==> config.mk <==
export PLATFORM = sky130hd
export DESIGN_NAME = fwd_ctrl
export DESIGN_NICKNAME = d
export VERILOG_FILES = /design/src/rtl/fwd_pkg.sv /design/src/rtl/fwd_word.sv /design/src/rtl/fwd_ctrl.sv
export SDC_FILE = /design/constraint.sdc
export NUM_CORES = 1
export LEC_CHECK = 0
export ABC_AREA = 1
export BUFFER_PORTS_ARGS = -buffer_cell sky130_fd_sc_hd__buf_4
export CAP_MARGIN = 20
export CORE_ASPECT_RATIO = 1.4
export CORE_UTILIZATION = 34
export DETAILED_ROUTE_END_ITERATION = 10
export GPL_ROUTABILITY_DRIVEN = 0
export PLACE_DENSITY = 0.55
export SYNTH_ARGS = -nofsm -noshare
export SYNTH_HDL_FRONTEND = slang
export SYNTH_HIERARCHICAL = 1
export SYNTH_SLANG_ARGS = --single-unit
export TNS_END_PERCENT = 20
==> constraint.sdc <==
create_clock -name clk -period 4.3 [get_ports clk]
set_input_delay 1.29 -clock clk [delete_from_list [all_inputs] [get_ports clk]]
set_output_delay 1.29 -clock clk [all_outputs]
set_load 0.05 [all_outputs]
==> src/rtl/fwd_pkg.sv <==
// Shared pipeline encodings: writeback-source codes and forwarding control-word layout,
// used by decode, execute and the forwarding controller.
package fwd_pkg;

  typedef enum logic [1:0] {
    WB_ADDPC = 2'b00,
    WB_MEM   = 2'b01,
    WB_ALU   = 2'b10,
    WB_IMM8  = 2'b11
  } wbsel_e;

  localparam int CW_W      = 5;
  localparam int CW_BNF    = 4;
  localparam int CW_FWD    = 3;
  localparam int CW_SRC    = 2;
  localparam int CW_SEL_HI = 1;
  localparam int CW_SEL_LO = 0;

  localparam logic CW_SRC_X = 1'b0;
  localparam logic CW_SRC_M = 1'b1;

  // Not forwarded: execute keeps its own operand and pipelined store data.
  localparam logic [CW_W-1:0] CW_NONE = 5'b10000;

  function automatic logic [CW_W-1:0] cw_fwd(input logic src, input wbsel_e sel);
    logic [CW_W-1:0] w;
    w                        = '0;
    w[CW_FWD]                = 1'b1;
    w[CW_SRC]                = src;
    w[CW_SEL_HI:CW_SEL_LO]   = sel;
    return w;
  endfunction

endpackage

==> src/rtl/fwd_word.sv <==
// Forwarding word for one decode source operand; the youngest matching producer wins.
module fwd_word
  import fwd_pkg::*;
#(
  parameter int REGW = 3
) (
  input  logic            idValid_i,
  input  logic [REGW-1:0] idReg_i,
  input  logic            idUses_i,
  input  logic            xValid_i,
  input  logic            xWrEn_i,
  input  logic [REGW-1:0] xWrReg_i,
  input  wbsel_e          xWbSel_i,
  input  logic            mValid_i,
  input  logic            mWrEn_i,
  input  logic [REGW-1:0] mWrReg_i,
  input  wbsel_e          mWbSel_i,
  output logic [CW_W-1:0] word_o,
  output logic            loadUse_o
);

  logic rd;
  logic xHit;
  logic mHit;

  assign rd   = idValid_i & idUses_i;
  assign xHit = rd & xValid_i & xWrEn_i & (xWrReg_i == idReg_i);
  assign mHit = rd & mValid_i & mWrEn_i & (mWrReg_i == idReg_i);

  always_comb begin
    word_o = CW_NONE;
    if (xHit) begin
      word_o = cw_fwd(CW_SRC_X, xWbSel_i);
    end else if (mHit) begin
      word_o = cw_fwd(CW_SRC_M, mWbSel_i);
    end
  end

  // Load data only exists after memory, so an X-stage load cannot feed execute directly.
  assign loadUse_o = xHit & (xWbSel_i == WB_MEM);

endmodule

==> src/rtl/fwd_ctrl.sv <==
// Forwarding and load-use hazard controller: shadows the X and M stages, produces
// registered execute forwarding words and a combinational fetch/decode stall.
module fwd_ctrl
  import fwd_pkg::*;
#(
  parameter int REGW = 3
) (
  input  logic            clk,
  input  logic            rst,
  input  logic            idValid,
  input  logic [REGW-1:0] idRegA,
  input  logic [REGW-1:0] idRegB,
  input  logic            idUsesA,
  input  logic            idUsesB,
  input  logic            idWrEn,
  input  logic [REGW-1:0] idWrReg,
  input  logic [1:0]      idWbSel,
  input  logic            flush,
  output logic [4:0]      fwCntrlA,
  output logic [4:0]      fwCntrlB,
  output logic            stall,
  output logic [15:0]     stallCount
);

  typedef struct packed {
    logic            valid;
    logic            wrEn;
    logic [REGW-1:0] wrReg;
    wbsel_e          wbSel;
  } rec_t;

  rec_t            x_q, x_d, m_q;
  logic [CW_W-1:0] fwA_q, fwB_q;
  logic [CW_W-1:0] wordA, wordB;
  logic            luA, luB;
  logic [15:0]     stallCount_q, stallCount_d;

  fwd_word #(.REGW(REGW)) u_fwd_a (
    .idValid_i (idValid),
    .idReg_i   (idRegA),
    .idUses_i  (idUsesA),
    .xValid_i  (x_q.valid),
    .xWrEn_i   (x_q.wrEn),
    .xWrReg_i  (x_q.wrReg),
    .xWbSel_i  (x_q.wbSel),
    .mValid_i  (m_q.valid),
    .mWrEn_i   (m_q.wrEn),
    .mWrReg_i  (m_q.wrReg),
    .mWbSel_i  (m_q.wbSel),
    .word_o    (wordA),
    .loadUse_o (luA)
  );

  fwd_word #(.REGW(REGW)) u_fwd_b (
    .idValid_i (idValid),
    .idReg_i   (idRegB),
    .idUses_i  (idUsesB),
    .xValid_i  (x_q.valid),
    .xWrEn_i   (x_q.wrEn),
    .xWrReg_i  (x_q.wrReg),
    .xWbSel_i  (x_q.wbSel),
    .mValid_i  (m_q.valid),
    .mWrEn_i   (m_q.wrEn),
    .mWrReg_i  (m_q.wrReg),
    .mWbSel_i  (m_q.wbSel),
    .word_o    (wordB),
    .loadUse_o (luB)
  );

  // A flushed decode instruction is dead, so it can never cause a stall.
  assign stall = ~rst & ~flush & (luA | luB);

  always_comb begin
    x_d       = '0;
    x_d.valid = idValid;
    x_d.wrEn  = idWrEn;
    x_d.wrReg = idWrReg;
    x_d.wbSel = wbsel_e'(idWbSel);
  end

  // M always follows X so a stalled load drains into M and becomes forwardable.
  always_ff @(posedge clk or posedge rst) begin
    if (rst) begin
      x_q   <= '0;
      m_q   <= '0;
      fwA_q <= CW_NONE;
      fwB_q <= CW_NONE;
    end else begin
      m_q <= x_q;
      if (flush || stall) begin
        x_q.valid <= 1'b0;
        fwA_q     <= CW_NONE;
        fwB_q     <= CW_NONE;
      end else begin
        x_q   <= x_d;
        fwA_q <= wordA;
        fwB_q <= wordB;
      end
    end
  end

  always_comb begin
    stallCount_d = stallCount_q;
    if (stall && (stallCount_q != 16'hFFFF)) begin
      stallCount_d = stallCount_q + 16'd1;
    end
  end

  always_ff @(posedge clk or posedge rst) begin
    if (rst) begin
      stallCount_q <= 16'd0;
    end else begin
      stallCount_q <= stallCount_d;
    end
  end

  assign fwCntrlA   = fwA_q;
  assign fwCntrlB   = fwB_q;
  assign stallCount = stallCount_q;

endmodule

### Word level (Yosys, flattened, before mapping)

Cells that the tools add are included.

* $add $sub $neg: 1
* equal/unequal tests: 6
* muxes and demuxes: 7
* bitwise logic cells: 21
* reduce and logical (&&, ||, !) cells: 2

Operator list (number)
* 5-bit two-way mux: 6
* 1-bit bitwise AND: 18
* 16-bit by 1-bit adder with 16-bit output, second input constant: 1
* 16-bit != test, second input constant: 1
* 3-bit == test: 4
* 2-bit by 1-bit == test with 1-bit output, second input constant: 1
* 1-bit NOT: 2
* 1-bit logical AND: 1
* 1-bit logical OR: 1
* 1-bit two-way mux: 1
* 1-bit OR: 1

* register bits: 40
* input port bits: 18
* output and inout port bits: 27
* logic and storage cells: 48

### Depth between registers and ports, before layout

* depth after elaboration: 9
* depth in mapped cells: 15
* mapped depth without buffers: 15

### Hierarchy

The synthesis kept the hierarchy.

By module, submodules not included
* fwd_ctrl: times used 1, cells each 213, area each 1815.5 um^2, sequential area each 1003.5 um^2
* fwd_word: times used 2, cells each 50, area each 207.7 um^2, sequential area each 0.0 um^2

### Worst setup path before layout

Ideal clock, no wire load.

* path kind: input-to-output
* from: input port rst
* to: output port stall
* arrival time: 2568 ps
* data required time: 3010 ps
* path slack: 442 ps
* stages on the path: 3
* buffers on the path: 0
* path through: inv_1 -> nand2_4 -> nor2_8

* longest elaborated chain between the ends: 3

RTL lines
* from (decl): RTL line fwd_ctrl.sv:9 `input logic rst,`
* 1-bit NOT: RTL line fwd_ctrl.sv:71 `assign stall = ~rst & ~flush & (luA | luB);`
* 1-bit bitwise AND (2 in series): RTL line fwd_ctrl.sv:71
* to (decl): RTL line fwd_ctrl.sv:21 `output logic stall,`

Every way passes these cells.

### Worst setup path after layout

* from: input port idValid
* to: output port stall

* longest elaborated chain between the ends: 7
* elaborated cells between the ends (all ways): 12
* those cells by class: 12 x bitwise

RTL lines
* from (decl): RTL line fwd_ctrl.sv:10 `input logic idValid,`
* 1-bit bitwise AND: RTL line fwd_word.sv:26 `assign rd = idValid_i & idUses_i;`
* 1-bit bitwise AND (3 in series): RTL line fwd_word.sv:27 `assign xHit = rd & xValid_i & xWrEn_i & (xWrReg_i == idReg_i);`
* 1-bit bitwise AND: RTL line fwd_word.sv:40 `assign loadUse_o = xHit & (xWbSel_i == WB_MEM);`
* net luA: RTL line fwd_ctrl.sv:35 `logic luA, luB;`
* 1-bit OR: RTL line fwd_ctrl.sv:71
* 1-bit bitwise AND: RTL line fwd_ctrl.sv:71

The timed path passes the listed nets, and every way through them passes these cells.

==> results.yml <==
outcome:
  status: "finished with violations"
  violations: "DRC"
power:
  irDropWorstVdd_mv: 0.162
  p_leak_nw: 1.54
  powerDensity_nw_per_um2: 303
  finalPower_uw: 839
sta:
  drv_slew: 0
  hold_viol_final: 0
  fin_setup_tns_ns: 0
  post-route-period-util_pct: 86.1
  fin_crit_ns: 3.70
  finClkSkew_ns: 0.00715
  setup_viol: 0
  setup_slack_ns: 0.598
  max_slew_margin_pct: 65.5
  max_freq_mhz: 270
  rsz0062_at_grt: "no"
  worstMarginPinSlew_ns: 0.518
yosys:
  syn_inst: 313
  syn_area_um2: 2230
  ys_seq_area_share_pct: 45.0
  syn-num-nets: 332
  yosysWarnings: 6
  synthArstFlopShare_pct: 100
  synth_area_leader_cell: "dfrtp_1"
  synth_cell_types: 25
  postSynthAreaPerCell_um2: 7.13
  synthTopCellsByArea: "dfrtp_1, nand2_1, inv_1, nor2_1, nand3_1"
  ys_seq_elements: 40
  synthFlopType: "dfrtp_1"
  synth-edff-count: 0
  yosysTopAreaCellShare_pct: 42.6
global_routing:
  first_global_vias: 1847
  use_met2_pct: 27.6
  grt-ovfl-total: 0
  grt_util_met1_pct: 18.8
  grt_antenna_before_repair: 0
  grt_use_total_pct: 15.8
  grt-busiest-layer: "met2"
  grt.met3_usage_pct: 3.51
  grt_pass1_wl_um: 8560
  grt_start_max_net_pins: 41
detailed_routing:
  via_per_inst: 4.44
  vias: 1932
  wl_per_cell_um: 11.2
  first_iter_violations: 81
  drt_wl_total_um: 4870
  drcViolationCount: 14
  ant_nets: 0
  firstDrtPassIters: 7
layout:
  diodes: 0
  layout-drive-gt1-share_pct: 24.0
  final_cell_area_um2: 2770
  nets: 382
  syn_to_final_growth_pct: 24.2
placement:
  preCtsSetupSlack_ns: 0.595
  port_buffers: 44
  dp_hpwl_um: 3610
  placed_area_um2: 2640
floorplan:
  die_x_um: 70.5
  io_pins: 45
  core_um2: 6300
  die_h_um: 97.8
  initial_core_util_pct: 35.4
  num_rows: 34
  die_area_um2: 6890
clocking:
  ctsResizeCount: 0
  clkTransAtPathRegs_ns: 0.08
  hold_buffers: 0
  ctsLongestPathBuffers: 2
  cts_tree: "yes"
  post_cts_buffers: 0
  insertion_delay_ns: 0.30
  h-tree-depth: 2
  root_buffer: "clkbuf_8"
  cts_buffers: 5
  cts_num_sinks: 40
critical_path:
  timing.rr.start: "x_q[4]"
  reg2regPathDepth: 15
  cp.required_ns: 3.01
  worst-setup-path-type: "input port to primary output"
  r2r_end: "stallCount[15]"
  crit_fanout: 5
  crit_arrival_ns: 2.41
  cp-end-kind: "primary output"
  rrSetupSlack_ns: 2.02
  worstSetupStartpointType: "input port"
worst_hold_path:
  whs_endpoint: "m_q[6]"
  min_path_cells: 0
  hold_class: "flip-flop to flip-flop"
  hp-start: "x_q[6]"
job:
  drv_cap: 0
[registers in the layout, summed over array words and instances, names as in the netlist]
register	flops
fwCntrlB	5
fwCntrlA	5
stallCount	16
x_q	7
m_q	7
[area by class of cell]
class,count,area [um2]
clock buffers,5,68.8
clock inverters,2,60.1
fillers,680,3520
inverters,51,196
multi-input cells,220,1010
flip-flops and latches,40,1000
well taps,72,90.1
repair buffers,45,338
[critical path, cell delays in order]
cell	delay, ns
buf_4	0.09
nand2_1	0.07
inv_1	0.06
nand2_1	0.05
nor2_2	0.08
nand2_2	0.10
inv_2	0.08
nand2_2	0.05
nor2_2	0.09
nor2_2	0.07
nor2_8	0.15
buf_4	0.22
[cell usage in the layout (no fill, tap or decap)]
cell       synthesis  layout
nand2_1          129     129
buf_4              0      45
inv_1             42      41
dfrtp_1           38      38
nor2_1            26      26
nand3_1           16      16
nor2_2            11      11
nand2_2            8       8
o21ai_0            6       6
inv_2              6       6
clkbuf_8           0       5
xnor2_1            4       4
a21oi_1            4       4
xor2_1             3       3
nand4_1            3       3
clkinv_2           2       2
nor2_4             2       2
or2_1              2       2
nand3b_1           2       2
bufinv_16          0       2
dfstp_2            2       2
clkinv_1           0       1
nand2_4            1       1
nor2_8             1       1
inv_4              1       1
nand3_2            1       1
ha_1               1       1
[how the worst max path moves through the flow]
stage	start	to	depth (start not counted)
floorplan	rst	stall	3
global placement	idValid	stall	12
detailed placement	idValid	stall	12
CTS	idValid	stall	12
global route	idValid	stall	12
finish	idValid	stall	12
[power breakdown]
part           total (mW)  switching, mW  internal [mW]
registers           0.404         0.0153          0.389
logic              0.0734         0.0454         0.0280
clock network       0.361          0.133          0.228
total               0.839          0.194          0.645
[cell usage after synthesis (4+ instances only)]
cell type,n
nand2_1,129
inv_1,42
dfrtp_1,38
nor2_1,26
nand3_1,16
nor2_2,11
nand2_2,8
inv_2,6
o21ai_0,6
a21oi_1,4
xnor2_1,4
[metal layers]
metal	share of wire, %	vias to the layer above	wire length, um
met5	0	-	0
met4	2.0	0	97
met3	5.0	9	243
met2	50	42	2450
met1	43	852	2080
li1	-	1029	-
[cell families after synthesis]
family,synth area share (%)
xor+xnor,2.75
compound gates,2.24
simple gates,39.9
fa+ha+maj,0.561
buf+inv,9.53
flops,45.0
[per-stage QoR]
step / util, % / hold WS (ns) / std cells
finish: 44.0 / 0.404 / 435
global placement: 42.0 / 0.390 / 428
floorplan: - / 0.374 / 313
CTS: 44.0 / 0.406 / 435
global route: 44.0 / 0.421 / 435
detailed placement: 42.0 / 0.388 / 428
(Power assumes the default switching activity.)
